`config.mk`:
```
export PLATFORM = sky130hd
export DESIGN_NAME = rgmii_rx_decoder
export DESIGN_NICKNAME = d
export VERILOG_FILES = /design/src/rtl/rgmii_pkg.sv /design/src/rtl/rgmii_rx_iddr.sv /design/src/rtl/rgmii_rx_decoder.sv
export SDC_FILE = /design/constraint.sdc
export NUM_CORES = 1
export LEC_CHECK = 0
export BUFFER_PORTS_ARGS = -buffer_cell sky130_fd_sc_hd__buf_2
export CAP_MARGIN = 10
export CORE_ASPECT_RATIO = 1.4
export CORE_MARGIN = 8
export CORE_UTILIZATION = 55
export DETAILED_ROUTE_END_ITERATION = 8
export HOLD_SLACK_MARGIN = 0.08
export MAX_ROUTING_LAYER = met4
export PLACE_DENSITY = 0.78
export SLEW_MARGIN = 20
export SYNTH_ARGS = -nofsm -noshare
export SYNTH_HDL_FRONTEND = slang
export SYNTH_SLANG_ARGS = --single-unit
export TNS_END_PERCENT = 10
```
`constraint.sdc`:
```
create_clock -name clk -period 4.4 [get_ports clk]
set_input_delay 0.22 -clock clk [delete_from_list [all_inputs] [get_ports clk]]
set_output_delay 0.22 -clock clk [all_outputs]
set_load 0.01 [all_outputs]
```
`src/rtl/rgmii_pkg.sv`:
```
// rtl/rgmii_pkg.sv - shared constants, state encoding and helpers for the RGMII receive path
package rgmii_pkg;

    localparam logic [7:0] PREAMBLE_BYTE = 8'h55;
    localparam logic [7:0] SFD_BYTE      = 8'hD5;

    localparam logic [1:0] SPEED_10M  = 2'b00;
    localparam logic [1:0] SPEED_100M = 2'b01;
    localparam logic [1:0] SPEED_1G   = 2'b10;

    typedef enum logic [1:0] {
        IDLE,
        PREAMBLE,
        DATA,
        DROP
    } rx_state_e;

    // An inter-frame symbol carries link status only when it is a clean idle
    // with the same nibble on both clock edges.
    function automatic logic is_status_symbol(input logic dv, input logic er,
                                              input logic [3:0] lo, input logic [3:0] hi);
        return !dv && !er && (lo == hi);
    endfunction

endpackage

```
`src/rtl/rgmii_rx_iddr.sv`:
```
// rtl/rgmii_rx_iddr.sv - DDR capture of rxd[3:0] and rx_ctrl, realigned to rising-edge pairs
module rgmii_rx_iddr (
    input  logic       clk,
    input  logic       rst,
    input  logic [3:0] rxd_i,
    input  logic       rx_ctrl_i,
    output logic [3:0] rxd_rise_o,
    output logic [3:0] rxd_fall_o,
    output logic       ctrl_rise_o,
    output logic       ctrl_fall_o
);

    // Behaves like five IDDRX1F cells: the rising sample and the falling sample
    // that follows it are presented together after the next rising edge.
    logic [4:0] rise_q;
    logic [4:0] fall_q;
    logic [4:0] rise_out_q;
    logic [4:0] fall_out_q;

    // Rising-edge sample, then hand both halves out on the next rising edge
    always_ff @(posedge clk or posedge rst) begin
        if (rst) begin
            rise_q     <= '0;
            rise_out_q <= '0;
            fall_out_q <= '0;
        end else begin
            rise_q     <= {rx_ctrl_i, rxd_i};
            rise_out_q <= rise_q;
            fall_out_q <= fall_q;
        end
    end

    // Falling-edge sample of the second half of the DDR symbol
    always_ff @(negedge clk or posedge rst) begin
        if (rst) begin
            fall_q <= '0;
        end else begin
            fall_q <= {rx_ctrl_i, rxd_i};
        end
    end

    assign {ctrl_rise_o, rxd_rise_o} = rise_out_q;
    assign {ctrl_fall_o, rxd_fall_o} = fall_out_q;

endmodule

```
`src/rtl/rgmii_rx_decoder.sv`:
```
// rtl/rgmii_rx_decoder.sv - RGMII receive decode: GMII rebuild, in-band status, framed byte stream
module rgmii_rx_decoder
    import rgmii_pkg::*;
#(
    parameter int MIN_PREAMBLE = 1,
    parameter int MAX_FRAME    = 1522
) (
    input  logic        clk,
    input  logic        rst,
    input  logic [3:0]  rgmii_rxd,
    input  logic        rgmii_rx_ctrl,
    output logic [7:0]  gmii_rx_data,
    output logic        gmii_rx_en,
    output logic        gmii_rx_er,
    output logic [7:0]  rx_data,
    output logic        rx_valid,
    output logic        rx_sof,
    output logic        rx_eof,
    output logic        rx_err,
    output logic [15:0] rx_len,
    output logic        link_up,
    output logic [1:0]  link_speed,
    output logic        full_duplex,
    output logic [15:0] rx_frame_count,
    output logic [15:0] rx_bad_count
);

    logic [3:0] rxd_rise;
    logic [3:0] rxd_fall;
    logic       ctrl_rise;
    logic       ctrl_fall;

    rgmii_rx_iddr u_iddr (
        .clk         (clk),
        .rst         (rst),
        .rxd_i       (rgmii_rxd),
        .rx_ctrl_i   (rgmii_rx_ctrl),
        .rxd_rise_o  (rxd_rise),
        .rxd_fall_o  (rxd_fall),
        .ctrl_rise_o (ctrl_rise),
        .ctrl_fall_o (ctrl_fall)
    );

    logic [7:0] cap_byte;
    logic       cap_dv;
    logic       cap_er;

    assign cap_byte = {rxd_fall, rxd_rise};
    assign cap_dv   = ctrl_rise;
    assign cap_er   = ctrl_rise ^ ctrl_fall;

    logic [7:0] gmii_data_q;
    logic       gmii_en_q;
    logic       gmii_er_q;
    logic [3:0] status_q;

    // Registered GMII mirror of the captured symbol
    always_ff @(posedge clk or posedge rst) begin
        if (rst) begin
            gmii_data_q <= '0;
            gmii_en_q   <= 1'b0;
            gmii_er_q   <= 1'b0;
        end else begin
            gmii_data_q <= cap_byte;
            gmii_en_q   <= cap_dv;
            gmii_er_q   <= cap_er;
        end
    end

    // Latch in-band link status from clean inter-frame symbols only
    always_ff @(posedge clk or posedge rst) begin
        if (rst) begin
            status_q <= '0;
        end else if (is_status_symbol(cap_dv, cap_er, rxd_rise, rxd_fall)) begin
            status_q <= rxd_rise;
        end
    end

    rx_state_e   state_q;
    logic [3:0]  pcnt_q;
    logic [15:0] len_q;
    logic [15:0] len_d;
    logic [7:0]  hold_q;
    logic        first_q;
    logic        err_sticky_q;
    logic [7:0]  rx_data_q;
    logic        rx_valid_q;
    logic        rx_sof_q;
    logic        rx_eof_q;
    logic        rx_err_q;
    logic [15:0] rx_len_q;
    logic [15:0] frame_cnt_q;
    logic [15:0] bad_cnt_q;

    assign len_d = len_q + 16'd1;

    // Framing FSM: preamble/SFD hunt, one-byte hold for end-of-frame lookahead, counters
    always_ff @(posedge clk or posedge rst) begin
        if (rst) begin
            state_q      <= IDLE;
            pcnt_q       <= '0;
            len_q        <= '0;
            hold_q       <= '0;
            first_q      <= 1'b0;
            err_sticky_q <= 1'b0;
            rx_data_q    <= '0;
            rx_valid_q   <= 1'b0;
            rx_sof_q     <= 1'b0;
            rx_eof_q     <= 1'b0;
            rx_err_q     <= 1'b0;
            rx_len_q     <= '0;
            frame_cnt_q  <= '0;
            bad_cnt_q    <= '0;
        end else begin
            rx_valid_q <= 1'b0;
            rx_sof_q   <= 1'b0;
            rx_eof_q   <= 1'b0;
            rx_err_q   <= 1'b0;
            case (state_q)
                IDLE: begin
                    if (cap_dv) begin
                        if (cap_byte == PREAMBLE_BYTE) begin
                            state_q <= PREAMBLE;
                            pcnt_q  <= 4'd1;
                        end else if (cap_byte == SFD_BYTE && MIN_PREAMBLE == 0) begin
                            state_q      <= DATA;
                            len_q        <= '0;
                            err_sticky_q <= 1'b0;
                            first_q      <= 1'b1;
                        end else begin
                            state_q   <= DROP;
                            bad_cnt_q <= bad_cnt_q + 16'd1;
                        end
                    end
                end
                PREAMBLE: begin
                    if (!cap_dv) begin
                        state_q <= IDLE;
                    end else if (cap_er) begin
                        state_q   <= DROP;
                        bad_cnt_q <= bad_cnt_q + 16'd1;
                    end else if (cap_byte == PREAMBLE_BYTE) begin
                        if (pcnt_q != 4'd15) begin
                            pcnt_q <= pcnt_q + 4'd1;
                        end
                    end else if (cap_byte == SFD_BYTE && int'(pcnt_q) >= MIN_PREAMBLE) begin
                        state_q      <= DATA;
                        len_q        <= '0;
                        err_sticky_q <= 1'b0;
                        first_q      <= 1'b1;
                    end else begin
                        state_q   <= DROP;
                        bad_cnt_q <= bad_cnt_q + 16'd1;
                    end
                end
                DATA: begin
                    if (!cap_dv) begin
                        state_q <= IDLE;
                        if (len_q != 16'd0) begin
                            rx_data_q  <= hold_q;
                            rx_valid_q <= 1'b1;
                            rx_sof_q   <= first_q;
                            rx_eof_q   <= 1'b1;
                            rx_err_q   <= err_sticky_q;
                            rx_len_q   <= len_q;
                            first_q    <= 1'b0;
                            if (err_sticky_q) begin
                                bad_cnt_q <= bad_cnt_q + 16'd1;
                            end else begin
                                frame_cnt_q <= frame_cnt_q + 16'd1;
                            end
                        end else begin
                            bad_cnt_q <= bad_cnt_q + 16'd1;
                        end
                    end else if (len_q == 16'(MAX_FRAME)) begin
                        // Frame overran: close it on the held byte and discard the rest
                        state_q    <= DROP;
                        rx_data_q  <= hold_q;
                        rx_valid_q <= 1'b1;
                        rx_sof_q   <= first_q;
                        rx_eof_q   <= 1'b1;
                        rx_err_q   <= 1'b1;
                        rx_len_q   <= len_q;
                        first_q    <= 1'b0;
                        bad_cnt_q  <= bad_cnt_q + 16'd1;
                    end else begin
                        hold_q <= cap_byte;
                        len_q  <= len_d;
                        if (cap_er) begin
                            err_sticky_q <= 1'b1;
                        end
                        if (len_q != 16'd0) begin
                            rx_data_q  <= hold_q;
                            rx_valid_q <= 1'b1;
                            rx_sof_q   <= first_q;
                            first_q    <= 1'b0;
                        end
                    end
                end
                DROP: begin
                    if (!cap_dv) begin
                        state_q <= IDLE;
                    end
                end
                default: state_q <= IDLE;
            endcase
        end
    end

    assign gmii_rx_data   = gmii_data_q;
    assign gmii_rx_en     = gmii_en_q;
    assign gmii_rx_er     = gmii_er_q;
    assign rx_data        = rx_data_q;
    assign rx_valid       = rx_valid_q;
    assign rx_sof         = rx_sof_q;
    assign rx_eof         = rx_eof_q;
    assign rx_err         = rx_err_q;
    assign rx_len         = rx_len_q;
    assign link_up        = status_q[0];
    assign link_speed     = status_q[2:1];
    assign full_duplex    = status_q[3];
    assign rx_frame_count = frame_cnt_q;
    assign rx_bad_count   = bad_cnt_q;

endmodule

```
==> summary.md <==
| Metric | Value |
|---|---|
| Area of the multi-input gates | `1960 sq um` |
| Largest net degree at the start of global routing | `81` |
| I/O pins | `81` |
| Count of pins over their slew limit | `0` |
| Core Rows | `42` |
| DR DRC count | `0` |
| Startpoint types | `register` |
| Leak pwr | `3.18 nW` |
| Most frequent cells in the layout | `dfrtp_1 (121), buf_2 (80), o21ai_0 (31), mux2_2 (31), xor2_1 (28)` |
| Area after DPL | `5740 sq um` |
| Yosys warning count | `0` |
| M1 WL | `4450 um` |
| Vias | `3,610` |
| PortBufs | `80` |
| Die width | `98.7 um` |
| Vias in the first global route | `3,801` |
| Register area | `3150 sq um` |
| DR iter-0 viols | `150` |
| Crit path cell chain | `or4_4 -> o41a_1 -> a21oi_1 -> and4b_1 -> o22a_1` |
| CP Max Fanout | `23` |
| Setup bufs post-CTS | `0` |
| Chip Height | `132 um` |
| Hold Vio Cnt, Final | `0` |
| Die ar. | `13,000 sq um` |
| Sequential area share after synthesis | `59.9%` |
| Placed Cells | `608` |
| CTS Buf Count | `17` |
| Clock Tree Buf Depth | `2` |
| Post-DP HPWL | `7440 um` |
| Post-synth EDFFs | `0` |
| Setup-failing EPs final | `0` |
| Cell taking the most area after synthesis | `dfrtp_1` |
| Layout cells sized above 1 | `30.2%` |
| Fin crit period | `3.05 ns` |
| Reg clk slew, reported paths | `0.06 ns` |
| Hold buffer count at cts | `6` |
| Slew @ Worst Pin | `0.968 ns` |
| Peak per-stage delay on the critical path | `0.77 ns` |
| Delay-heaviest family, CP | `compound AO/OA/AOI/OAI gates` |
| Initial Util | `55.9%` |
| Sink Count | `126` |
| WS Path Type | `reg -> reg` |
| Synth top area share | `57.6%` |
| Root buffer cell | `clkbuf_16` |
| Detailed-route wire length | `10,800 um` |
| Area Overhead vs Synth | `21.2%` |
| Core Region | `9410 sq um` |
| Syn nets | `443` |
| Setup crit end kind | `register` |
| Max Used Layer | `met4` |
| Final period utilization | `69.3%` |
| Commonest non-fill, non-tap cell in the layout | `dfrtp_1` |
| Worst path arrival time | `3.33 ns` |
| Post-Syn Area per Cell | `12.3 sq um` |
| CP max-delay cell | `o41a_1` |
| Total negative slack | `0 ns` |
| # nets final | `539` |
| Global-route wire length before repair | `18,700 um` |
| Met3 wire len | `463 um` |
| Synth top area cells | `dfrtp_1 (58%), mux2_2 (6.6%), xor2_1 (4.7%)` |
| Metal2 WL | `5820 um` |
| Routed wire length per instance | `16.7 um` |
| Worst path buffer plus inverter count | `0` |
| VDD IR max | `0.389 mV` |
| Gp weighted congestion | `0.871` |
| Max-slew headroom | `35.4%` |
| Diode count | `0` |
| GR Util All Layers | `18.5%` |
| Fin cells | `646` |
| Mapped Cells | `427` |
| CTS tree | `built` |
| Max_cap viols | `0` |
| Netlist cell types | `51` |
| H-tree depth | `4` |
| CTS resizes | `0` |
| Antenna viol nets, final | `0` |
| Path type of the worst min-delay path | `reg -> reg` |
| Outcome | `finished clean` |
| Via/cell ratio | `5.59` |
| Power density over the cells | `501 nW/um^2` |
| Post-synthesis cell area | `5260 sq um` |
| RSZ-0062 raised after global routing | `no` |
| DRT Pass-1 Iters | `4` |
| Initial antenna violation count | `0` |
| Filler cells | `669` |
| FFs w/ async S/R, synth | `100%` |
| CP required | `4.69 ns` |
| Setup Skew | `0.0193 ns` |
| Max Clock Freq | `328 MHz` |
| Total grt overflow | `0` |
| Insertion delay of the later-clocked pin in the worst-skew pair | `0.40 ns` |
| #FFs+latches synth | `126` |
| Top_reg_cell synth | `dfrtp_1` |
| Final instance area | `6380 sq um` |
through the flow:
step	power [W]	util, %	worst slack [ns]	hold slack [ns]
floorplan	0.00170	-	0.531	0.251
global placement	0.00186	61.1	1.46	0.280
detailed placement	0.00187	61.1	1.32	0.288
CTS	0.00323	67.8	1.37	0.348
global route	0.00335	67.8	1.18	0.351
finish	0.00320	67.8	1.35	0.345
layer usage:
layer  GRT usage (%)  up-vias
li1                -     1700
met3            5.23        6
met1            20.4     1819
met2            30.9       85
met5               -        -
met4            6.68        0
logic make-up (layout without fill, tap and decap cells):
logic type / count (synthesis) / after routing / synth area share, %
simple gates: 137 / 137 / 14.4
flops: 126 / 126 / 59.9
compound gates: 52 / 52 / 5.66
mux: 40 / 40 / 9.11
xor+xnor: 36 / 36 / 5.99
buf+inv: 27 / 136 / 2.78
fa+ha+maj: 9 / 9 / 2.14
registers in the layout, indices dropped and copies added (netlist names), 8 cells and up:
name	flops
rx_data	8
len_q	16
hold_q	8
gmii_rx_data	8
rx_frame_count	16
rx_bad_count	16
rx_len	16
synthesized netlist by cell type (9+ instances only):
master / instances
nand4_1: 13
nand2_1: 27
mux2_2: 31
inv_1: 13
ha_1: 9
nor3_1: 16
dfrtp_1: 121
nor2_1: 25
xor2_1: 28
nand3_1: 14
o21ai_0: 31
power breakdown:
group          switching (W)  internal (W)  total [W]
registers           0.000108       0.00130    0.00140
clock network       0.000510      0.000835    0.00135
logic               0.000238      0.000211   0.000448
total               0.000856       0.00234    0.00320
final timing paths:
kind	from	cells past startpoint	slack, ns	to
worst min register to register	u_iddr.rise_q[1]	0	0.35	u_iddr.rise_out_q[1]
worst max-delay path	len_q[9]	5	1.35	len_q[7]
worst min-delay path	u_iddr.rise_q[1]	0	0.35	u_iddr.rise_out_q[1]
min in group asynchronous	rst	3	0.41	gmii_rx_data[3]
worst max register to register	len_q[9]	5	1.35	len_q[7]
max in group asynchronous	rst	3	1.53	u_iddr.fall_q[0]
worst reg2reg max path: cells and delay by family, from the launching register on:
family          cells  cell delay [ns]
compound gates      3             1.66
flops               1             0.43
simple gates        2             0.84
layout make-up:
type	instances	share of cell area (%)
Sequential cell	126	49.4
Clock inverter	13	2.22
Timing Repair Buffer	90	7.69
Clock buffer	19	6.79
Multi-Input combinational cell	274	30.7
Inverter	14	0.961
Tap cell	110	2.16
Note: power is estimated with default switching activity, not from simulation.
